--- src/rtl/fifo_rd_serializer.sv ---
// fifo_rd_serializer: drains a FIFO through its pndng/pop/Dout interface
// into a 2-word prefetch buffer and streams each word out as RATIO
// narrower slices (LSB slice first) on a valid/ready interface.
// word_count tracks the number of fully emitted words since reset.
module fifo_rd_serializer #(
    parameter int BITS  = 16,
    parameter int RATIO = 2,
    parameter int CNT_W = 16
) (
    input  logic                    clk,
    input  logic                    rst,
    input  logic [BITS-1:0]         fifo_dout,
    input  logic                    fifo_pndng,
    output logic                    fifo_pop,
    output logic [BITS/RATIO-1:0]   out_data,
    output logic                    out_valid,
    input  logic                    out_ready,
    output logic                    out_last,
    output logic [CNT_W-1:0]        word_count
);

    localparam int OUT_BITS = BITS / RATIO;
    localparam int IDX_W    = (RATIO > 1) ? $clog2(RATIO) : 1;
    localparam logic [IDX_W-1:0] IDX_LAST = IDX_W'(RATIO - 1);

    logic [BITS-1:0]     wbuf_q [2];
    logic                head_q, head_d;
    logic                tail_q, tail_d;
    logic [1:0]          occ_q, occ_d;
    logic [IDX_W-1:0]    idx_q, idx_d;
    logic [CNT_W-1:0]    cnt_q, cnt_d;

    logic                pop;
    logic                xfer;
    logic                retire;
    logic [OUT_BITS-1:0] slice;

    // Pop request, stream handshake and retire detection
    always_comb begin
        pop    = !rst && fifo_pndng && (occ_q != 2'd2);
        xfer   = (occ_q != 2'd0) && out_ready;
        retire = xfer && (idx_q == IDX_LAST);
    end

    // Select the current slice of the head word
    always_comb begin
        slice = '0;
        for (int unsigned i = 0; i < RATIO; i++) begin
            if (idx_q == IDX_W'(i)) begin
                slice = wbuf_q[head_q][i*OUT_BITS +: OUT_BITS];
            end
        end
    end

    // Drive outputs from registered state
    always_comb begin
        fifo_pop   = pop;
        out_valid  = (occ_q != 2'd0);
        out_data   = out_valid ? slice : '0;
        out_last   = out_valid && (idx_q == IDX_LAST);
        word_count = cnt_q;
    end

    // Next-state for pointers, occupancy, slice index and word counter
    always_comb begin
        head_d = head_q;
        tail_d = tail_q;
        occ_d  = occ_q;
        idx_d  = idx_q;
        cnt_d  = cnt_q;

        if (pop) begin
            tail_d = ~tail_q;
        end

        if (xfer) begin
            if (idx_q == IDX_LAST) begin
                idx_d  = '0;
                head_d = ~head_q;
                cnt_d  = cnt_q + CNT_W'(1);
            end else begin
                idx_d  = idx_q + IDX_W'(1);
            end
        end

        // Simultaneous capture and retire leaves occupancy unchanged
        case ({pop, retire})
            2'b10:   occ_d = occ_q + 2'd1;
            2'b01:   occ_d = occ_q - 2'd1;
            default: occ_d = occ_q;
        endcase
    end

    // Control state register with synchronous reset
    always_ff @(posedge clk) begin
        if (rst) begin
            head_q <= 1'b0;
            tail_q <= 1'b0;
            occ_q  <= 2'd0;
            idx_q  <= '0;
            cnt_q  <= '0;
        end else begin
            head_q <= head_d;
            tail_q <= tail_d;
            occ_q  <= occ_d;
            idx_q  <= idx_d;
            cnt_q  <= cnt_d;
        end
    end

    // Word buffer capture; contents are don't-care while the entry is free
    always_ff @(posedge clk) begin
        if (pop) begin
            wbuf_q[tail_q] <= fifo_dout;
        end
    end

endmodule
--- config.mk ---
export PLATFORM = sky130hd
export DESIGN_NAME = fifo_rd_serializer
export DESIGN_NICKNAME = d
export VERILOG_FILES = /design/src/rtl/fifo_rd_serializer.sv
export SDC_FILE = /design/constraint.sdc
export NUM_CORES = 1
export LEC_CHECK = 0
export ABC_AREA = 1
export CAP_MARGIN = 25
export CORE_ASPECT_RATIO = 1.4
export CORE_UTILIZATION = 23
export DETAILED_ROUTE_END_ITERATION = 6
export GPL_TIMING_DRIVEN = 1
export SLEW_MARGIN = 0
export SYNTH_ARGS = -nofsm -noshare
export SYNTH_HDL_FRONTEND = slang
export SYNTH_SLANG_ARGS = --single-unit
export TNS_END_PERCENT = 50
--- constraint.sdc ---
create_clock -name clk -period 5.7 [get_ports clk]
set_input_delay 0.855 -clock clk [delete_from_list [all_inputs] [get_ports clk]]
set_output_delay 0.855 -clock clk [all_outputs]
set_load 0.01 [all_outputs]
==> Yosys cells after proc, flatten, opt, wreduce, memory -nomap -nowiden <==
Memory sizes are Yosys's and may differ from the RTL's. A register that Yosys moved wholly into a read port is not among the register bits.
Cells that the tools add are included.
{ "classes": {"n_addsub": 4, "eq_ne": 3, "n_reduce_logical": 9, "bitwise": 2, "n_mux": 8} }
{ "op_table": {"columns": ["cell", "count"], "rows": [
  ["$add 16x1->16 const B", 1],
  ["$mux 8", 2],
  ["$logic_and 1x1->1", 5],
  ["$mux 1", 5],
  ["$pmux 2 s2", 1],
  ["$reduce_bool 2->1", 2],
  ["$add 2x1->2 const B", 1],
  ["$eq 2x1->1 const B", 1],
  ["$eq 2x2->1 const B", 1],
  ["$ne 2x2->1 const B", 1],
  ["$not 1->1", 2],
  ["$reduce_and 2->1", 1],
  ["$sub 2x1->2 const B", 1],
  ["$add 1x1->1 const B", 1],
  ["$logic_not 1->1", 1]
]} }
{ "word_totals": {"input_bits": 20, "wordCells": 32, "memories": 1, "ram_bits": 32, "output_inout_bits": 27, "reg_bits": 21} }
{ "memory_table": {"columns": ["memory", "words", "width", "read_ports", "rd_clocked_by_memory_dff", "wr", "line", "text"], "rows": [
  ["wbuf_q", 2, 16, 1, 1, 1, "26", "logic [BITS-1:0] wbuf_q [2];"]
]} }

==> Depth between registers and ports, before layout <==
Gate-level depths: netlist of the first run.
{ "logic_depth": {"word_depth": 5, "depth_mapped": 10} }

==> Least setup slack after synthesis of the first run <==
Ideal clock, no wire load.
{ "synth_path": {"path_type": "in2reg", "from": "input port rst", "to": "memory wbuf_q[1][0] (enable)", "arrival_time_ns": 1.999, "path_buffers": 1, "path_stages": 4, "setup_slack_ns": 3.311, "setup_ns": 0.390, "path_cell_list": "clkbuf_1 > inv_1 > nand2_1 > nor2_1"} }
{ "synth_via": {"elab_chain_cells": 5} }
{ "synth_lines": {"columns": ["element", "line", "text"], "rows": [
  ["from (decl)", "11", "input logic rst,"],
  ["$logic_not 1->1", "40", "pop = !rst && fifo_pndng && (occ_q != 2'd2);"],
  ["$logic_and 1x1->1 (2 in series)", "40", null],
  ["$mux 1", "113", "if (pop) begin"],
  ["$mux 1 (implied by the code)", "114", "wbuf_q[tail_q] <= fifo_dout;"],
  ["to (decl)", "26", null]
]} }
No other way between the ends.

==> Worst setup path after layout of the first run <==
{ "layout_path": {"from": "input port rst", "to": "output port fifo_pop"} }
{ "layout_via": {"elab_chain_cells": 3} }
{ "layout_lines": {"columns": ["element", "line", "text"], "rows": [
  ["$logic_not 1->1", "40", null],
  ["$logic_and 1x1->1 (2 in series)", "40", null],
  ["to (decl)", "14", "output logic fifo_pop,"]
]} }
No other way between the ends.

==> summary.md, run 1 <==
| Metric | Value |
|---|---|
| WL/cell | `between 10 and 15 µm` |
| Core area | `roughly 10000 µm²` |
| Longest Clk Path Bufs | `2` |
| CTS Buf Count | `5` |
| Via Count | `1,863` |
| Syn Area/Cell | `slightly below 9 µm²` |
| Critical Path RT | `roughly 4.9 ns` |
| Vias in the first global route | `1,835` |
| Period utilization | `a little over three fifths` |
| Pin slew with the least headroom to its limit | `roughly 0.64 ns` |
| Final setup viols | `0` |
| Largest net degree at the start of global routing | `18` |
| Die area | `10,700 µm²` |
| GRT overflow | `0` |
| Register area share after synthesis | `59.3%` |
| Share of layout cells above drive strength 1 | `6.71%` |
| Post-DP HPWL | `3760 µm` |
| P per Cell Area | `267 nW/µm²` |
| Root buf cell | `clkbuf_16` |
| Hold crit path type | `reg -> reg` |
| R2R depth | `5` |
| Area delta synth->final | `32.9%` |
| Post-DP Area | `2970 µm²` |
| Fin. Hold Viols | `0` |
| Synth cell count leaders | `68 x nor2_1, 37 x nand2_1, 32 x edfxtp_1` |
| Post-Route Skew | `0.00459 ns` |
| YS warnings | `0` |
| VDD IR max | `0.161 mV` |
| CP Class | `in -> out` |
| Area leader, netlist | `edfxtp_1` |
| Most frequent cell after synthesis | `nor2_1` |
| Fmax achieved | `approximately 280 MHz` |
| DR vias/cell | `approximately 4.2` |
| Final count of pins violating max slew | `0` |
| Worst slew margin | `a little under three fifths` |
| Initial DRT Pass Iterations | `4` |
| EDFF count, synth | `32` |
| Post-Route WL | `5370 µm` |
| Unrepaired setup endpoints after global routing | `false` |
| Syn Inst Count | `264` |
| # fillers | `1,021` |
| Number of setup buffers added after CTS | `0` |
| Top_reg_cell synth | `edfxtp_1` |
| Total Nets Final | `334` |
| Leakage | `1.13 nW` |
| DRT iter0 DRCs | `114` |
| GRT Overall Usage | `10.6%` |
| Setup_tns | `0 ns` |
| Worst-Skew Late Latency | `0.28 ns` |
| H-tree Lvls | `2` |
| Synthesized Nets | `about 290` |
| Final Instance Area | `3140 µm²` |
| Synth top area share | `40.7%` |
| Antenna-violating nets left | `0` |
| Io pins | `47` |
| Global-route wire length before repair | `between 8000 and 9000 µm` |
| TritonCTS clock tree | `done` |
| Post-synth cell types | `25` |
| Initial antenna violation count | `0` |
| Kind of end point of the critical path | `primary output` |
| Resize count post-CTS | `0` |
| CTS clk-pin slew, worst paths | `0.07 ns` |
| Tmin final | `between 3 and 4 ns` |
| Mapped Area | `2360 µm²` |
| Clock sink count | `54` |
| Startpoint class of the critical path | `primary input` |
| Starting density of the core | `a little under a quarter` |
| Area contributors post-synth | `edfxtp_1 41%, dfxtp_1 19%, nor2_1 11%, nand2_1 5.9%, a21oi_1 4.0%` |
| Maximum capacitance violations | `0` |
| Num rows | `43` |
| Die Span Y | `122 µm` |
| Status | `finished, final reports clean` |
| R2r setup slk | `3.45 ns` |
| Critical path peak fanout | `15` |
| Die Wd | `87.7 µm` |
| PortBufs | `46` |
| Antenna fix cells | `0` |
| Synthesis-stage register bit count | `54` |
| Cts hold-fix bufs | `0` |
| Synth async-reset ratio | `0%` |
| CP arrival | `2.72 ns` |
| Hold path depth | `2` |
| DRC | `0` |
| Gpl congestion | `0.789` |
report_power, final:
group	switching [mW]	total (mW)	internal, mW
Sequential	0.00725	0.432	0.424
Combinational	0.0354	0.0675	0.0321
Clock	0.131	0.338	0.207
Total	0.173	0.837	0.664
flip-flops by register name (all words and copies together) (netlist names), named ones only:
name and flops:
wbuf_q 32, word_count 16, occ_q 2, head_q 1
idx_q 1, tail_q 1
kinds of logic after synthesis:
| kind of cell | Yosys count | synth area share [%] |
|---|---|---|
| AND/OR/NAND/NOR | 131 | 24.6 |
| buffers and inverters | 37 | 6.20 |
| XOR/XNOR | 2 | 0.742 |
| flip-flops | 54 | 59.3 |
| adder cells (fa/ha/maj) | 2 | 1.06 |
| AO/OA/AOI/OAI | 38 | 8.05 |
critical path: stages:
cell and delay [ns]:
clkdlybuf4s50_1 0.58, inv_1 0.45, nand2_1 0.20, inv_1 0.09, clkdlybuf4s50_1 0.53
worst paths after layout:
check / startpoint / to
setup / recovery: rst / fifo_pop
setup reg to reg: idx_q / occ_q[1]
hold reg to reg: word_count[4] / word_count[4]
hold / removal: word_count[4] / word_count[4]
routing by layer:
layer / wire [µm] / part of all wire [%] / global-route usage, % / vias up
met2: 2740 / 51 / 18.8 / 45
li1: - / - / - / 958
met5: 0 / 0 / 0 / -
met4: 29 / 0.54 / 3.07 / 0
met1: 2360 / 44 / 12.5 / 858
met3: 239 / 4.4 / 2.44 / 2
through the flow:
stage	hold WS [ns]	worst slack, ns	utilization [%]	std cells	power (mW)
3_3_place_gp	0.486	2.13	29.9	440	0.507
6_report	0.516	2.13	31.5	448	0.837
3_5_place_dp	0.492	2.10	29.9	440	0.509
5_1_grt	0.555	2.00	31.5	448	0.867
4_1_cts	0.519	2.10	31.5	448	0.846
2_1_floorplan	0.472	3.31	-	264	0.472
cells in the final DEF, fill, tap and decap left out:
cell type / instances
xnor2_1: 1
nand3_1: 7
nor4_1: 1
clkbuf_1: 1
nand3_4: 1
nand2_1: 37
inv_1: 25
nand4_1: 6
o21ai_1: 8
clkdlybuf4s50_1: 46
o21ai_0: 11
xor2_1: 1
nand2_2: 1
dfxtp_1: 22
clkbuf_16: 5
edfxtp_1: 32
nor3_4: 1
nor3_1: 5
nor2_1: 68
inv_2: 5
a21oi_1: 19
nand3_2: 1
bufinv_16: 1
ha_1: 2
clkinvlp_4: 1
buf_4: 2
nor2_4: 3
final cells by class:
type,instances,area [µm²],share of cell area [%]
clock inverter,2,37.5,1.20
clock buffer,6,129,4.11
multi-input combinational,173,815,25.9
sequential,54,1400,44.6
timing repair buffer,48,475,15.1
inverter,30,113,3.59
tap,135,169,5.38
(Power assumes the default switching activity.)
==> run 2, diff against run 1 <==
- clock period: 5.7 -> 3.6 ns (I/O delays scaled with it)
==> run 2 against run 1 <==
Clock-buffer cell count down 1. Wire length down 1.8%. Sequential share of layout area up 0.23 points. Sequential power up 58%. Clock power up 42%. Critical endpoint unchanged. Largest cell class unchanged. Highest routed layer unchanged.
==> summary.md, run 2 (synthesis gave the netlist of run 1 again) <==
| Metric | Value |
|---|---|
| Num rows | `43 (unchanged)` |
| Initial DRT Pass Iterations | `4 (unchanged)` |
| Critical Path RT | `3.06 ns (was 4.85 ns)` |
| TritonCTS clock tree | `done (unchanged)` |
| Antenna fix cells | `0 (unchanged)` |
| Critical path peak fanout | `15 (unchanged)` |
| Clk network pwr share | `37.9% (was 40.4%)` |
| Pint | `984 µW (was 664 µW)` |
| DR vias/cell | `4.10 (was 4.16)` |
| Post-Route WL | `5280 µm (was 5370 µm)` |
| Final setup viols | `0 (unchanged)` |
| Post-Route Skew | `0.00266 ns (was 0.00459 ns)` |
| Number of setup buffers added after CTS | `0 (unchanged)` |
| Gpl congestion | `0.788 (was 0.789)` |
| Die Wd | `87.7 µm (unchanged)` |
| Most frequent cells in the layout | `68 x nor2_1, 46 x clkdlybuf4s50_1, 37 x nand2_1 (unchanged)` |
| Crit-path max cell delay | `0.56 ns (was 0.58 ns)` |
| Die area | `10,700 µm² (unchanged)` |
| Worst-Skew Late Latency | `0.29 ns (was 0.28 ns)` |
| Initial antenna violation count | `0 (unchanged)` |
| Most common cell after layout, fill and taps aside | `nor2_1 (unchanged)` |
| Root buf cell | `clkbuf_16 (unchanged)` |
| Final count of pins violating max slew | `0 (unchanged)` |
| CP Class | `in -> out (unchanged)` |
| Pin slew with the least headroom to its limit | `0.679 ns (was 0.640 ns)` |
| Antenna-violating nets left | `0 (unchanged)` |
| Worst slew margin | `54.7% (was 57.3%)` |
| Hold crit path type | `reg -> reg (unchanged)` |
| GRT Overall Usage | `10.7% (was 10.6%)` |
| Cts hold-fix bufs | `0 (unchanged)` |
| CP arrival | `2.32 ns (was 2.72 ns)` |
| PortBufs | `46 (unchanged)` |
| Top reg by flops | `wbuf_q (unchanged)` |
| Die Span Y | `122 µm (unchanged)` |
| Maximum capacitance violations | `0 (unchanged)` |
| Sw frac | `22.4% (was 20.7%)` |
| Share of layout cells above drive strength 1 | `7.03% (was 6.71%)` |
| # fillers | `1,033 (was 1,021)` |
| Starting density of the core | `23.7% (unchanged)` |
| Combinational Power Share | `8.3% (was 8.1%)` |
| Area delta synth->final | `32.2% (was 32.9%)` |
| Longest Clk Path Bufs | `2 (unchanged)` |
| Clock sink count | `54 (unchanged)` |
| Fin. Hold Viols | `0 (unchanged)` |
| Tmin final | `2.86 ns` |
| Core area | `9950 µm² (unchanged)` |
| Final Hold Slack | `0.503 ns (was 0.516 ns)` |
| Period utilization | `79.6%` |
| Unrepaired setup endpoints after global routing | `false (unchanged)` |
| Slowest-stage cell, CP | `clkdlybuf4s50_1 (unchanged)` |
| Kind of end point of the critical path | `primary output (unchanged)` |
| Resize count post-CTS | `0 (unchanged)` |
| Io pins | `47 (unchanged)` |
| Vias in the first global route | `1,786 (was 1,835)` |
| CTS Buf Count | `5 (unchanged)` |
| DRT iter0 DRCs | `86 (was 114)` |
| Worst-path cell chain | `clkdlybuf4s50_1 > inv_1 > nand2_1 > inv_1 > clkdlybuf4s50_1 (unchanged)` |
| Placed insts | `440 (unchanged)` |
| GRT overflow | `0 (unchanged)` |
| Total Nets Final | `334 (unchanged)` |
| Final std cells w/o fill | `448 (unchanged)` |
| Leakage | `1.13 nW (about the same)` |
| CTS clk-pin slew, worst paths | `0.07 ns (about the same)` |
| Max reg flops | `32 (unchanged)` |
| NetSw | `285 µW (was 173 µW)` |
| Fmax achieved | `349 MHz` |
| Flop pwr share | `53.8% (was 51.5%)` |
| WL/cell | `11.8 µm (was 12.0 µm)` |
| Setup_tns | `0 ns (unchanged)` |
| Largest net degree at the start of global routing | `19 (was 18)` |
| DRC | `0 (unchanged)` |
| Global-route wire length before repair | `8800 µm (was 8600 µm)` |
| Startpoint class of the critical path | `primary input (unchanged)` |
| Post-DP HPWL | `3770 µm (was 3760 µm)` |
| Status | `finished, final reports clean (unchanged)` |
| VDD IR max | `0.218 mV (was 0.161 mV)` |
| Via Count | `1,835 (was 1,863)` |
| P per Cell Area | `406 nW/µm² (was 267 nW/µm²)` |
| H-tree Lvls | `2 (unchanged)` |
==> run 2: cell types whose count changed in the layout (fill, tap and decap cells not counted), sizes merged <==
cell,previous run,this run
bufinv,1,0
clkbuf,6,5
clkinv,0,1
inv,30,31
==> run 2: area by class of cell <==
type                    count  area (µm²)  area share (%)
multi-input cells         173         815            26.1
clock inverters             3        25.0           0.801
well taps                 135         169            5.41
repair buffers             48         475            15.2
inverters                  30         113            3.61
clock buffers               5         125            4.01
flip-flops and latches     54        1400            44.9
==> run 2: worst paths after layout <==
| path | from | endpoint | slack [ns] | depth (start not counted) |
|---|---|---|---|---|
| max | rst | fifo_pop | 0.74 | 5 |
| min | word_count[4] | word_count[4] | 0.50 | 2 |
| max reg2reg | idx_q | occ_q[1] | 1.37 | 5 |
| min reg2reg | word_count[4] | word_count[4] | 0.50 | 2 |
==> run 2: layer usage <==
layer  track usage (%)  wire (µm)  share of wire (%)  vias to the layer above
met2              18.8       2650                 50                       45
li1                  -          -                  -                      961
met4              3.07         40               0.76                        0
met1              13.0       2350                 45                      824
met3              2.44        233                4.4                        5
met5                 0          0                  0                        -
==> run 2: stage by stage <==
stage               util (%)  instance area [µm²]  power [mW]  worst slack [ns]
floorplan                  -                 2360       0.748              1.53
global placement        29.9                 2970       0.802             0.693
detailed placement      29.9                 2970       0.805             0.714
CTS                     31.4                 3120        1.29             0.705
global route            31.4                 3120        1.32             0.587
finish                  31.4                 3120        1.27             0.735
==> run 2: power by group through the flow <==
stage / clock network, mW / logic (mW) / registers, mW
floorplan: 0 / 0.0573 / 0.690
global placement: 0 / 0.106 / 0.697
detailed placement: 0 / 0.107 / 0.697
CTS: 0.495 / 0.108 / 0.683
global route: 0.517 / 0.118 / 0.685
finish: 0.481 / 0.106 / 0.683
==> run 2: worst max-delay path: cells and delay by family <==
kind / cells / cell delay (ns)
buf+inv: 4 / 1.59
simple gates: 1 / 0.18
